## src/rtl/fwd_select_unit_pkg.sv

```systemverilog
// rtl/fwd_select_unit_pkg.sv - select encodings and tracker entry type for the forwarding unit
package fwd_select_unit_pkg;

  // Tracker rd fields are stored zero-extended to this width so the package stays width-agnostic
  localparam int RD_MAX_W = 8;

  typedef logic [2:0]          sel_t;
  typedef logic [RD_MAX_W-1:0] rd_t;

  localparam sel_t SEL_RF  = 3'b000;
  localparam sel_t SEL_T1  = 3'b001;
  localparam sel_t SEL_T2  = 3'b010;
  localparam sel_t SEL_T3  = 3'b011;
  localparam sel_t SEL_ALT = 3'b100;

  typedef struct packed {
    logic valid;
    rd_t  rd;
    logic we;
    logic is_load;
  } trk_entry_t;

  function automatic logic trk_hit(input trk_entry_t e, input rd_t rs);
    return e.valid && e.we && (e.rd == rs) && (e.rd != '0);
  endfunction

endpackage

```

## src/rtl/fwd_select_unit_match.sv

```systemverilog
// rtl/fwd_select_unit_match.sv - youngest-first source match against the tracker (fwd_match)
// T3 input and select 011 exist only when FWD_WB_BYPASS_EN is defined.
module fwd_match
  import fwd_select_unit_pkg::*;
(
  input  rd_t        rs_i,
  input  logic       use_alt_i,
  input  trk_entry_t t1_i,
  input  trk_entry_t t2_i,
`ifdef FWD_WB_BYPASS_EN
  input  trk_entry_t t3_i,
`endif
  output logic       t1_load_hit_o,
  output sel_t       sel_o
);

  logic hit1, hit2, hit3;
  logic unused_load_bits;

  assign hit1 = trk_hit(t1_i, rs_i);
  assign hit2 = trk_hit(t2_i, rs_i);
`ifdef FWD_WB_BYPASS_EN
  assign hit3             = trk_hit(t3_i, rs_i);
  assign unused_load_bits = t2_i.is_load ^ t3_i.is_load;
`else
  assign hit3             = 1'b0;
  assign unused_load_bits = t2_i.is_load;
`endif

  // Load-use detection ignores use_alt_i; the top decides whether operand B is really read
  assign t1_load_hit_o = hit1 && t1_i.is_load;

  always_comb begin
    sel_o = SEL_RF;
    if (use_alt_i)  sel_o = SEL_ALT;
    else if (hit1)  sel_o = SEL_T1;
    else if (hit2)  sel_o = SEL_T2;
    else if (hit3)  sel_o = SEL_T3;
  end

endmodule

```

## src/rtl/fwd_select_unit.sv

```systemverilog
// rtl/fwd_select_unit.sv - operand forwarding select and load-use hazard unit
// Optional WB-latch bypass (tracker stage T3, select 011) enabled by FWD_WB_BYPASS_EN.
module fwd_select_unit
  import fwd_select_unit_pkg::*;
#(
  parameter int REG_AW = 5,
  parameter int DEPTH  = 3
) (
  input  logic              CLK,
  input  logic              RESETN,
  input  logic              ID_VALID,
  input  logic [REG_AW-1:0] ID_RS1,
  input  logic [REG_AW-1:0] ID_RS2,
  input  logic [REG_AW-1:0] ID_RD,
  input  logic              ID_WE,
  input  logic              ID_IS_LOAD,
  input  logic              ID_ALT_B,
  input  logic              STALL_IN,
  input  logic              FLUSH,
  output logic [2:0]        SEL_A,
  output logic [2:0]        SEL_B,
  output logic              HAZARD
);

  if (DEPTH != 3 || REG_AW > RD_MAX_W) begin : g_cfg_check
    $error("fwd_select_unit: unsupported DEPTH or REG_AW");
  end

  trk_entry_t t1_q, t1_d, t2_q, t2_d;
`ifdef FWD_WB_BYPASS_EN
  trk_entry_t t3_q, t3_d;
`endif
  sel_t       sel_a_q, sel_a_d, sel_b_q, sel_b_d;
  sel_t       sel_a, sel_b;
  logic       load_hit_a, load_hit_b, hazard;
  rd_t        rs1, rs2;
  trk_entry_t id_entry;

  assign rs1      = rd_t'(ID_RS1);
  assign rs2      = rd_t'(ID_RS2);
  assign id_entry = '{valid: ID_VALID, rd: rd_t'(ID_RD), we: ID_WE, is_load: ID_IS_LOAD};

  fwd_match u_match_a (
    .rs_i          (rs1),
    .use_alt_i     (1'b0),
    .t1_i          (t1_q),
    .t2_i          (t2_q),
`ifdef FWD_WB_BYPASS_EN
    .t3_i          (t3_q),
`endif
    .t1_load_hit_o (load_hit_a),
    .sel_o         (sel_a)
  );

  fwd_match u_match_b (
    .rs_i          (rs2),
    .use_alt_i     (ID_ALT_B),
    .t1_i          (t1_q),
    .t2_i          (t2_q),
`ifdef FWD_WB_BYPASS_EN
    .t3_i          (t3_q),
`endif
    .t1_load_hit_o (load_hit_b),
    .sel_o         (sel_b)
  );

  assign hazard = ID_VALID && (load_hit_a || (load_hit_b && !ID_ALT_B));
  assign HAZARD = hazard;

  // Flush and load-use bubble both retire the ID slot as an invalid T1 entry
  always_comb begin
    t1_d    = t1_q;
    t2_d    = t2_q;
`ifdef FWD_WB_BYPASS_EN
    t3_d    = t3_q;
`endif
    sel_a_d = sel_a_q;
    sel_b_d = sel_b_q;
    if (FLUSH || (!STALL_IN && hazard)) begin
      t1_d    = '0;
      t2_d    = t1_q;
`ifdef FWD_WB_BYPASS_EN
      t3_d    = t2_q;
`endif
      sel_a_d = SEL_RF;
      sel_b_d = SEL_RF;
    end else if (!STALL_IN) begin
      t1_d    = id_entry;
      t2_d    = t1_q;
`ifdef FWD_WB_BYPASS_EN
      t3_d    = t2_q;
`endif
      sel_a_d = sel_a;
      sel_b_d = sel_b;
    end
  end

  always_ff @(posedge CLK or negedge RESETN) begin
    if (!RESETN) begin
      t1_q    <= '0;
      t2_q    <= '0;
`ifdef FWD_WB_BYPASS_EN
      t3_q    <= '0;
`endif
      sel_a_q <= SEL_RF;
      sel_b_q <= SEL_RF;
    end else begin
      t1_q    <= t1_d;
      t2_q    <= t2_d;
`ifdef FWD_WB_BYPASS_EN
      t3_q    <= t3_d;
`endif
      sel_a_q <= sel_a_d;
      sel_b_q <= sel_b_d;
    end
  end

  assign SEL_A = sel_a_q;
  assign SEL_B = sel_b_q;

endmodule
```

## config.mk

```make
export PLATFORM = sky130hd
export DESIGN_NAME = fwd_select_unit
export DESIGN_NICKNAME = d
export VERILOG_FILES = /design/src/rtl/fwd_select_unit_pkg.sv /design/src/rtl/fwd_select_unit_match.sv /design/src/rtl/fwd_select_unit.sv
export SDC_FILE = /design/constraint.sdc
export NUM_CORES = 1
export LEC_CHECK = 0
export ABC_AREA = 1
export CAP_MARGIN = 20
export CORE_ASPECT_RATIO = 1.5
export CORE_UTILIZATION = 40
export DETAILED_ROUTE_END_ITERATION = 10
export PLACE_DENSITY = 0.8
export SLEW_MARGIN = 25
export SYNTH_ARGS = -nofsm -noshare
export SYNTH_HDL_FRONTEND = slang
export SYNTH_SLANG_ARGS = --single-unit
```

## constraint.sdc

```tcl
create_clock -name CLK -period 1.3 [get_ports CLK]
set_input_delay 0.325 -clock CLK [delete_from_list [all_inputs] [get_ports CLK]]
set_output_delay 0.325 -clock CLK [all_outputs]
set_load 0.1 [all_outputs]
```

==> results of run 1 <==
==> routing by layer <==
layer,part of all wire [%],GRT usage [%],vias up
met1,38,25.8,720
li1,-,-,721
met2,53,44.1,70
met4,3.2,9.15,0
met5,0,0,-
met3,6.0,3.18,15
==> state kept, by name, indices dropped and copies added, names as in the netlist <==
register	count
t2_q	7
SEL_A	2
SEL_B	3
t1_q	8
==> kinds of logic after synthesis <==
| group | synth area share, % |
|---|---|
| AO/OA/AOI/OAI | 6.48 |
| XOR/XNOR | 4.74 |
| buffers and inverters | 11.8 |
| flip-flops | 38.7 |
| other | 0.290 |
| AND/OR/NAND/NOR | 38.0 |
==> timing repair <==
action                                  CTS  global route
endpoints found under the setup margin   15            20
resized for setup                        16            20
gates cloned                              0             1
pin swaps                                 7            13
setup buffers                             9             6
==> cells in the final DEF (no fill, tap or decap), types with 2 or more instances in the layout <==
cell             count
a21oi_1              4
buf_12               7
buf_4               38
buf_6                4
clkbuf_8             3
clkdlybuf4s50_1     10
dfrtp_1             17
dfrtp_2              3
dlygate4sd2_1       10
dlymetal6s2s_1       2
inv_1               24
inv_2                7
nand2_1             60
nand2_2              2
nand2_4              3
nand3_1              7
nand3_2              3
nand4_1              2
nor2_1              11
nor2_2              14
nor2_4               2
nor3_1               3
o21ai_0             10
or2_2                2
xnor2_1              5
xnor2_2              2
==> power groups by stage <==
stage               combinational [mW]  sequential (mW)  clock (mW)
detailed placement               0.408            0.702           0
finish                           0.468            0.693       0.636
floorplan                        0.192            0.707           0
global placement                 0.401            0.700           0
global route                     0.511            0.697       0.663
CTS                              0.444            0.690       0.636
==> worst max-delay path by stage <==
stage	startpoint	endpoint	cells after the start
after floorplan	t1_q[6]$_DFFE_PN0P_	HAZARD	8
after global placement	ID_RS2[3]	HAZARD	12
after detailed placement	ID_RS2[3]	HAZARD	12
after CTS	t1_q[5]$_DFFE_PN0P_	HAZARD	9
after global routing	t1_q[6]$_DFFE_PN0P_	HAZARD	10
final	t1_q[4]$_DFFE_PN0P_	HAZARD	10
==> metrics by stage <==
stage                     setup WS, ns  cell area (um2)  instances  util (%)  hold slack (ns)
final                           -0.700             2160        303      72.0            0.408
after CTS                       -0.629             2070        300      68.9            0.415
after detailed placement        -0.800             1920        287      63.9            0.469
after global placement          -0.770             1920        287      63.9            0.462
after global routing            -0.782             2160        303      72.0            0.422
after floorplan                 -0.377             1310        193         -           0.0294
==> critical path, cell delays in order, from the launching register on <==
cell        delay [ns]
dfrtp_1           0.43
inv_2             0.12
nand2_1           0.07
nand2_1           0.06
nand2_1           0.07
nor2_2            0.12
nand3_1           0.11
nand2_2           0.12
nand2_4           0.06
clkinvlp_4        0.08
buf_12            0.16
==> layout make-up <==
class / instances / area [um2] / share of cell area (%)
repair buffers: 72 / 688 / 31.8
multi-input cells: 136 / 726 / 33.6
clock inverters: 1 / 30.0 / 1.39
flip-flops and latches: 20 / 504 / 23.3
inverters: 32 / 124 / 5.73
well taps: 39 / 48.8 / 2.26
clock buffers: 3 / 41.3 / 1.91
==> flow_metrics.py, run 1 <==
metrics = {
    "run_status": {
        "outcome": "finished with violations",
        "violations": "negative setup slack",
    },
    "place": {
        "portBuffers": 28,
        "place.gp.congestion": 0.870,
        "dp_hpwl_um": 2650,
    },
    "final_layout": {
        "fin_nets": 288,
        "n_antenna_cell": 0,
        "nFillCells": 232,
        "drive_above_1_share_pct": 36.4,
        "synthToLayoutAreaGrowth_pct": 67.1,
    },
    "floorplan": {
        "ios": 30,
        "die_h_um": 71.7,
        "core_area_mm2": 0.00300,
        "start_util_pct": 43.1,
        "die_w_um": 48.4,
        "rows": 24,
        "dieArea_mm2": 0.00347,
    },
    "drt": {
        "detail-route-antenna-nets": 0,
        "drc_errors": 0,
        "first_iter_violations": 37,
        "first_pass_iters": 6,
        "vias_per_cell": 5.04,
        "drt_wl_total_um": 3990,
        "vias": 1526,
        "post_drt_wl_per_cell_um": 13.2,
    },
    "clocking": {
        "numCtsBuffers": 3,
        "h-tree-depth": 1,
        "insertion_delay_ns": 0.26,
        "cts.sinks": 20,
        "cts_tree": "done",
        "path_clk_slew_ns": 0.08,
        "ctsLongestPathBuffers": 2,
        "root_buffer": "clkbuf_8",
        "cts_hold_buffers": 0,
    },
    "logic_synthesis": {
        "synthTopCellsByArea": "dfrtp_1 (39%), nand2_1 (18%), inv_1 (7.5%), nor2_2 (5.8%), xnor2_1 (4.7%)",
        "syn_inst": 193,
        "synth_top_cells_by_count": "nand2_1 (63), inv_1 (26), dfrtp_1 (20)",
        "synth_area_mm2": 0.00129,
        "ys.flop_type": "dfrtp_1",
        "synth_edf_count": 0,
        "yosys.area.top_type": "dfrtp_1",
        "syn_area_per_cell_um2": 6.70,
        "synth_nets": 216,
        "synth.most_common_cell": "nand2_1",
        "synth.distinct_cells": 22,
        "ys_seq_area_share_pct": 38.7,
        "yosys.area.top_type_share_pct": 38.7,
        "yosys_register_bits": 20,
        "synth_warnings": 0,
        "synthArstFlopShare_pct": 100,
    },
    "global_route": {
        "grt_pass1_vias": 1471,
        "grt_pass1_wl_um": 6240,
        "grt.overflow.total": 0,
        "antenna_found_initial": 0,
        "track_usage_pct": 23.2,
        "grt_max_degree": 21,
    },
    "timing": {
        "fin_crit_sh_pct": 154,
        "fin_skew_ns": 0.00212,
        "slew_viol_final": 0,
        "setup_viol": 14,
        "hold_viol": 0,
        "tns_ns": -5.10,
        "layout_setup_ws_ns": -0.700,
        "rsz0062_at_grt": "yes",
        "max_freq_mhz": 500,
        "period_needed_ns": 2.00,
    },
    "critical_path": {
        "rr_endpoint": "SEL_B[1]$_DFFE_PN0P_",
        "required_ns": 0.98,
        "ff2ff_path_depth": 12,
        "reg2reg_from": "t1_q[4]$_DFFE_PN0P_",
        "cp_max_fo": 3,
        "crit_type": "flop to output port",
        "cp-start-kind": "flop",
        "endpoint_kind": "output port",
        "reg2reg_slack_ns": -0.37,
        "cp.arrival_ns": 1.68,
    },
    "worst_hold_path": {
        "min_path_type": "primary input to asynchronous set/reset pin",
    },
    "pwr": {
        "p_int_mw": 1.29,
        "p_sw_uw": 502,
        "p_leak_nw": 1.12,
        "p_seq_share_pct": 38.6,
        "finalPower_mw": 1.80,
        "p_clk_share_pct": 35.4,
        "vdd_drop_max_mv": 0.790,
        "p_sw_share_pct": 28.0,
        "power_density_mw_per_mm2": 831,
        "combPwrFrac_pct": 26.0,
    },
    "run": {
        "maxCapViolCount": 0,
    },
}
Note: power is estimated with default switching activity, not from simulation.
==> inputs of run 2 (changes only) <==
--- a/config.mk
+++ b/config.mk
@@ -8,9 +8,9 @@
 export ABC_AREA = 1
 export CAP_MARGIN = 20
 export CORE_ASPECT_RATIO = 1.5
-export CORE_UTILIZATION = 40
+export CORE_UTILIZATION = 44
 export DETAILED_ROUTE_END_ITERATION = 10
-export PLACE_DENSITY = 0.8
+export PLACE_DENSITY = 0.85
 export SLEW_MARGIN = 25
 export SYNTH_ARGS = -nofsm -noshare
 export SYNTH_HDL_FRONTEND = slang
==> flow_metrics.py, run 2 (synthesized netlist as in run 1, its figures left out) <==
metrics = {
    "final_layout": {
        "largest_reg_flops": 8,
        "final_cell_area_mm2": 0.00216,
        "seqCellArea_um2": 503,
        "n_antenna_cell": 0,
        "layout_common_cells": "nand2_1 (60), buf_4 (38), inv_1 (24)",
        "synthToLayoutAreaGrowth_pct": 66.8,
        "final_util_pct": 78.9,
        "fin_nets": 287,
        "drive_above_1_share_pct": 33.8,
        "final_common_cell": "nand2_1",
        "regMostFlops": "t1_q",
        "multiInputGateArea_um2": 736,
        "nFillCells": 185,
    },
    "drt": {
        "detail-route-antenna-nets": 0,
        "first_iter_violations": 76,
        "vias_per_cell": 5.18,
        "vias": 1553,
        "post_drt_wl_per_cell_um": 14.1,
        "drt_wl_total_um": 4240,
        "first_pass_iters": 4,
        "drc_errors": 0,
    },
    "floorplan": {
        "core_area_mm2": 0.00273,
        "die_h_um": 68.4,
        "ios": 30,
        "dieArea_mm2": 0.00317,
        "start_util_pct": 47.3,
        "die_w_um": 46.3,
        "rows": 23,
    },
    "pwr": {
        "power_density_mw_per_mm2": 833,
        "p_seq_share_pct": 38.4,
        "finalPower_mw": 1.80,
        "p_leak_nw": 1.09,
        "p_int_mw": 1.28,
        "combPwrFrac_pct": 25.8,
        "p_sw_share_pct": 28.7,
        "p_clk_share_pct": 35.8,
        "vdd_drop_max_mv": 0.774,
        "p_sw_uw": 516,
    },
    "timing": {
        "fin_skew_ns": 0.00625,
        "slew_viol_final": 0,
        "setup_viol": 14,
        "period_needed_ns": 2.00,
        "max_freq_mhz": 499,
        "layout_setup_ws_ns": -0.704,
        "hold_viol": 0,
        "rsz0062_at_grt": "yes",
        "tns_ns": -7.08,
        "fin_crit_sh_pct": 154,
    },
    "critical_path": {
        "reg2reg_from": "t1_q[5]$_DFFE_PN0P_",
        "cp-start-kind": "flop",
        "cp.arrival_ns": 1.68,
        "crit_type": "flop to output port",
        "cp_max_fo": 3,
        "worstSetupStartpoint": "t1_q[5]$_DFFE_PN0P_",
        "endpoint_kind": "output port",
        "required_ns": 0.98,
        "reg2reg_slack_ns": -0.57,
    },
    "global_route": {
        "track_usage_pct": 25.8,
        "grt_pass1_vias": 1351,
        "grt_pass1_wl_um": 5690,
        "antenna_found_initial": 0,
        "grt_max_degree": 21,
        "grt.overflow.total": 0,
    },
    "clocking": {
        "ctsLongestPathBuffers": 2,
        "path_clk_slew_ns": 0.08,
        "insertion_delay_ns": 0.27,
        "cts.sinks": 20,
        "h-tree-depth": 1,
        "numCtsBuffers": 3,
        "cts_hold_buffers": 0,
        "cts_tree": "done",
        "root_buffer": "clkbuf_8",
    },
    "place": {
        "placed_area_mm2": 0.00189,
        "place.gp.congestion": 0.955,
        "dp_slack_ns": -0.792,
        "portBuffers": 28,
        "dp_hpwl_um": 2610,
    },
    "run": {
        "maxCapViolCount": 0,
    },
    "worst_hold_path": {
        "hold_start": "STALL_IN",
        "min_path_type": "primary input to flop",
    },
    "run_status": {
        "violations": "negative setup slack",
        "outcome": "finished with violations",
    },
}
[run 2: cell count changes in the layout (fill, tap and decap cells not counted), sizes merged]
cell	delta
dlygate4sd2	-1
clkdlybuf4s15	+1
buf	-1
[run 2: through the flow]
stage | std cells | hold slack, ns
2_1_floorplan | 193 | 0.0294
3_3_place_gp | 282 | 0.464
4_1_cts | 292 | 0.395
3_5_place_dp | 282 | 0.469
6_report | 300 | 0.381
5_1_grt | 300 | 0.402
[run 2: what timing repair did]
item	4_1_cts	5_1_grt
setup endpoints to repair	16	19
gates resized for setup	23	13
pin swaps	9	9
buffers inserted	6	7
gates cloned	0	1
[run 2: routing by layer]
| layer | routed length, um | vias to the layer above | global-route usage [%] | share of wire, % |
|---|---|---|---|---|
| li1 | - | 722 | - | - |
| met1 | 1510 | 717 | 28.5 | 36 |
| met2 | 2190 | 89 | 45.4 | 52 |
| met3 | 335 | 25 | 6.60 | 7.9 |
| met4 | 214 | 0 | 10.3 | 5.0 |
| met5 | 0 | - | 0 | 0 |
[run 2: area by class of cell]
cell class              count  share of cell area, %
clock buffers               3                   1.91
clock inverters             1                   1.39
inverters                  32                   5.74
multi-input cells         136                   34.1
flip-flops and latches     20                   23.3
well taps                  37                   2.14
repair buffers             71                   31.4
[run 2: critical path, cell delays in order, from the launching register on]
cell and delay, ns:
dfrtp_1 0.42, inv_2 0.10, a21oi_4 0.19, nand2_2 0.09
nor2_4 0.12, nand3_2 0.07, nand2_2 0.10, nand2_4 0.06
clkinvlp_4 0.08, buf_12 0.16
[run 2: final timing paths]
check	to	cells after the start
worst min-delay path	SEL_B[2]$_DFFE_PN0P_	4
min in group asynchronous	t1_q[5]$_DFFE_PN0P_	2
worst max register to register	SEL_B[1]$_DFFE_PN0P_	13
max in group asynchronous	SEL_B[1]$_DFFE_PN0P_	2
worst min register to register	t2_q[10]$_DFFE_PN0P_	2
worst max-delay path	HAZARD	9
[run 2: power groups by stage]
stage | Sequential (mW) | Combinational [mW] | Clock, mW
2_1_floorplan | 0.707 | 0.192 | 0
3_3_place_gp | 0.700 | 0.393 | 0
3_5_place_dp | 0.701 | 0.403 | 0
4_1_cts | 0.689 | 0.423 | 0.639
5_1_grt | 0.694 | 0.497 | 0.670
6_report | 0.691 | 0.464 | 0.643
==> edit 1, RTL diff (settings of run 2) <==
`REG_AW`: 5 -> 6.
--- a/src/rtl/fwd_select_unit.sv
+++ b/src/rtl/fwd_select_unit.sv
@@ -4,5 +4,5 @@
   import fwd_select_unit_pkg::*;
 #(
-  parameter int REG_AW = 5,
+  parameter int REG_AW = 6,
   parameter int DEPTH  = 3
 ) (
Interface: changed (resized ID_RD, ID_RS1 and ID_RS2); port bits go from 30 to 33. The function was not compared with the original's and may differ.
==> edit 1 against run 2 <==
- die area grew 7.4%
- largest power group unchanged
- critical path depth is the same
- sequential cell count grew 2
- design area grew 1.7%
- synthesized area grew 7.6%
- wire length shrank 6.7%
- via count shrank 2.6%
- power grew 3.0%
- final cell count shrank 1.3%
- worst setup slack lost 0.0064 ns
- utilization shrank 5.1 points
- the flow still finishes with violations (setup timing)
==> edit 1: results (changes against run 2) <==
metric,value,unit,change
GR Layer Usage met2,41.4,%,was 45.4%
R2R Path End,t1_q[5]$_DFFE_PN0P_,,was SEL_B[1]$_DFFE_PN0P_
# port buffers,31,,was 28
post-synth net total,215,,was 216
skew final,0.00122,ns,was 0.00625 ns
Commonest cells post-synth,"60 x nand2_1, 24 x inv_1, 22 x dfrtp_1",,"was 63 x nand2_1, 26 x inv_1, 20 x dfrtp_1"
number of global-route vias before repair,1453,,was 1351
gpl congestion,0.896,,was 0.955
outcome,"complete, but fails checks",,unchanged
Via density,5.11,,was 5.18
final net count,284,,was 287
All-Layer GR Usage,25.3,%,was 25.8%
Setup-failing EPs final,15,,was 14
Net Sw Power,0.580,mW,was 0.516 mW
Placed Cells incl. Taps,280,,was 282
FILL cells,212,,was 185
"non-filler cells, final",296,,was 300
"top cells by area, synth","dfrtp_1 40%, nand2_1 16%, o21ai_0 6.5%, inv_1 6.5%, xor2_1 4.4%",,"was dfrtp_1 39%, nand2_1 18%, inv_1 7.5%, nor2_2 5.8%, xnor2_1 4.7%"
max FFs per register,9,,was 8
share of layout cells above drive strength 1,31.9,%,was 33.8%
Worst Path Max Fanout,4,,was 3
Hold Path Class,in -> async,,was in -> reg
largest net degree at the start of global routing,23,,was 21
setup ws final,-0.711,ns,was -0.704 ns
failing checks,setup timing,,unchanged
Synth Instances,189,,was 193
first-pass GRT wire length,6.15,mm,was 5.69 mm
FF-to-FF path depth,9,,was 13
met1 Usage GRT,30.6,%,was 28.5%
static leakage,1.08,nW,was 1.09 nW
multi-input logic area,772,um^2,was 736 um^2
grt met3 use,3.06,%,was 6.60%
Skew-Pair Late Insertion Delay,0.26,ns,
Synth cell types,28,,was 22
initial drt markers,44,,was 76
R2R Setup Slk,-0.42,ns,was -0.57 ns
Peak supply drop,0.725,mV,was 0.774 mV
WL/cell,13.4,um,was 14.1 um
clk slew on worst S/H paths,0.08,ns,about the same
CTS Buf Count,3,,unchanged
sequential element share of the synthesized area,39.5,%,was 38.7%
HPWL after DPL,2.58,mm,was 2.61 mm
CP startpoint,t1_q[4]$_DFFE_PN0P_,,was t1_q[5]$_DFFE_PN0P_
-- edit 1: worst min path at each step --
stage / slack [ns] / end / depth (start not counted) / startpoint
finish: 0.41 / t1_q[3]$_DFFE_PN0P_ / 2 / RESETN
global route: 0.42 / t2_q[7]$_DFFE_PN0P_ / 2 / RESETN
CTS: 0.42 / t2_q[3]$_DFFE_PN0P_ / 2 / RESETN
detailed placement: 0.48 / t1_q[0]$_DFFE_PN0P_ / 2 / t1_q[0]$_DFFE_PN0P_
global placement: 0.45 / t2_q[10]$_DFFE_PN0P_ / 2 / t2_q[10]$_DFFE_PN0P_
floorplan: 0.03 / SEL_A[0]$_DFFE_PN0P_ / 0 / RESETN
-- edit 1: area by class of cell --
class                           count  share of cell area (%)
Sequential cell                    22                    25.3
Tap cell                           39                    2.22
Inverter                           25                    4.56
Clock buffer                        4                    2.51
Timing Repair Buffer               69                    30.2
Multi-Input combinational cell    137                    35.2
-- edit 1: power by group through the flow --
stage	registers, mW	clock network, mW	logic, mW
4_1_cts	0.789	0.503	0.502
2_1_floorplan	0.822	0	0.225
6_report	0.797	0.501	0.553
3_5_place_dp	0.802	0	0.482
3_3_place_gp	0.800	0	0.472
5_1_grt	0.801	0.532	0.603
-- edit 1: cell families (layout without fill, tap and decap cells) --
| kind of cell | Yosys count | in the layout | share of synthesized area [%] |
|---|---|---|---|
| flip-flops | 22 | 22 | 39.5 |
| AND/OR/NAND/NOR | 91 | 92 | 27.5 |
| XOR/XNOR | 11 | 11 | 6.92 |
| other | 1 | 1 | 0.269 |
| multiplexers | 1 | 1 | 0.719 |
| buffers and inverters | 31 | 98 | 9.97 |
| AO/OA/AOI/OAI | 32 | 32 | 15.1 |
-- edit 1: routing by layer --
metal / wire length (um) / vias up
li1: - / 726
met1: 1570 / 720
met2: 2100 / 56
met3: 199 / 11
met4: 82 / 0
met5: 0 / -
-- edit 1: what timing repair did --
action	in CTS	in global routing
endpoints found under the setup margin	20	20
gates resized for setup	15	22
cloned	1	0
pin swaps	13	8
hold buffers	0	0
buffers inserted	7	5
endpoints found under the hold margin	0	0
-- edit 1: worst max-delay path, cell delays in order (launching register included) --
cell and delay [ns]:
dfrtp_2 0.45, buf_4 0.15, nand2_2 0.06, nand3_2 0.06, nor2_2 0.14, nand4_1 0.13, nand2_1 0.10, nand2_2 0.08
clkinvlp_4 0.08, buf_12 0.17
-- edit 1: per-stage QoR --
stage	util (%)	setup WS (ns)	TNS (ns)	area, um^2
5_1_grt	73.8	-0.807	-6.89	2190
3_5_place_dp	66.8	-0.769	-11.45	1990
4_1_cts	71.1	-0.672	-4.61	2110
3_3_place_gp	66.8	-0.755	-10.85	1990
6_report	73.8	-0.711	-5.21	2190
2_1_floorplan	-	-0.403	-1.07	1400
==> edit 2, RTL diff (flow settings as in run 2) <==
Made on the original files. Make the reset (`RESETN`) synchronous in one clocked block.
--- a/src/rtl/fwd_select_unit.sv
+++ b/src/rtl/fwd_select_unit.sv
@@ -96,5 +96,5 @@
   end
 
-  always_ff @(posedge CLK or negedge RESETN) begin
+  always_ff @(posedge CLK) begin
     if (!RESETN) begin
       t1_q    <= '0;
Check against the original RTL: differs if RESETN is asserted again (counterexample within 4 cycles, from zero or initial values and one cycle with RESETN low); with RESETN held inactive, the same outputs for 10 cycles.
==> edit 2 against run 2 <==
- the run still ends with setup timing left
- highest routed layer unchanged
- sequential power fell by 4.2%
- worst setup slack improved by 0.029 ns
- largest cell class unchanged
- utilization decreased by 0.26 points
- sequential cell count is the same
- power is 10% lower
- wire length grew 7.8%
- design area decreased by 9.7%
- synthesized area down 9.6%
==> edit 2: results (changes against run 2) <==
metric,value,unit,change
comb_multi_in,124,,was 136
drt total wl,4.57,mm,was 4.24 mm
HP Start,t2_q[1]$_SDFFE_PN0P_,,was STALL_IN
gpl congestion,0.944,,was 0.955
Worst Path Max Fanout,4,,was 3
bufs w/o clock,65,,was 71
Setup-failing EPs final,14,,unchanged
Non-clock buffering overhead,31.2,%,was 31.4%
Reg2Reg Launch Point,t1_q[6]$_SDFFE_PP0N_,,was t1_q[5]$_DFFE_PN0P_
Non-clk invs,24,,was 32
Seq cells,20,,unchanged
R2R Setup Slk,-0.45,ns,was -0.57 ns
"top cells by area, synth","dfxtp_1 34%, nand2_1 13%, o21ai_0 7.3%, xnor2_1 6.7%, nor2_2 5.9%",,"was dfrtp_1 39%, nand2_1 18%, inv_1 7.5%, nor2_2 5.8%, xnor2_1 4.7%"
first-pass GRT wire length,6.01,mm,was 5.69 mm
clk slew on worst S/H paths,0.13,ns,was 0.08 ns
Area after DPL,1700,um^2,was 1890 um^2
met3 wire length,229,um,was 335 um
Register Area,424,um^2,was 503 um^2
First-pass DRT Iterations,6,,was 4
setup TNS,-6.26,ns,was -7.08 ns
R2R Path End,t1_q[3]$_SDFFE_PP0N_,,was SEL_B[1]$_DFFE_PN0P_
worst setup path endpoint,HAZARD,,unchanged
Synth cell types,25,,was 22
FF-to-FF path depth,11,,was 13
# port buffers,28,,unchanged
WL met1,1.68,mm,was 1.51 mm
Clock group,0.550,mW,was 0.643 mW
failing checks,setup timing,,unchanged
switch share,29.8,%,was 28.7%
number of global-route vias before repair,1337,,was 1351
Commonest cells post-synth,"40 x nand2_1, 20 x dfxtp_1, 18 x inv_1",,"was 63 x nand2_1, 26 x inv_1, 20 x dfrtp_1"
HPWL after DPL,2.36,mm,was 2.61 mm
Via density,5.48,,was 5.18
Hold Path Class,reg -> reg,,was in -> reg
Critical Path AT,1.65,ns,was 1.68 ns
hold path endpoint,t2_q[1]$_SDFFE_PN0P_,,was SEL_B[2]$_DFFE_PN0P_
initial drt markers,55,,was 76
Peak supply drop,0.604,mV,was 0.774 mV
All-Layer GR Usage,29.7,%,was 25.8%
fraction of area in multi-input gates,37.8,%,was 34.1%
Crit-path slowest cell,dfxtp_4,,was dfrtp_1
outcome,"complete, but fails checks",,unchanged
dpl ws,-0.777,ns,was -0.792 ns
setup ws final,-0.676,ns,was -0.704 ns
FILL cells,146,,was 185
Async SR Flop Fraction,0,%,was 100%
CTS Buf Count,3,,unchanged
Comb pwr share,25.0,%,was 25.8%
share of layout cells above drive strength 1,41.4,%,was 33.8%
row cnt,22,,was 23
sequential element share of the synthesized area,34.2,%,was 38.7%
post-synth net total,195,,was 216
clk tree area frac,2.70,%,was 3.30%
static leakage,0.893,nW,was 1.09 nW
worst hold slack,0.496,ns,was 0.381 ns
final net count,261,,was 287
## edit 2: metal layers
metal,track usage (%),up-vias
met5,0,-
met4,26.1,0
met3,6.04,29
met2,50.7,79
met1,28.8,657
li1,-,665
## edit 2: repair_timing
item	CTS	global route
endpoints found under the hold margin	0	0
pin swaps	10	11
endpoints found under the setup margin	14	21
gates resized for setup	22	19
gates cloned	1	0
buffers inserted	10	4
## edit 2: cells by family after synthesis
family | synth area share (%)
and+or+nand+nor | 30.6
AOI/OAI and AO/OA | 12.8
buffers and inverters | 11.2
DFF | 34.2
xor gates and xnor gates | 8.24
muxes | 2.57
other | 0.321
## edit 2: through the flow
stage	cells	utilization (%)	total power, mW
4_1_cts	257	75.5	1.56
3_3_place_gp	242	68.6	1.00
5_1_grt	261	78.7	1.66
2_1_floorplan	172	-	0.855
6_report	261	78.7	1.61
3_5_place_dp	242	68.6	1.01
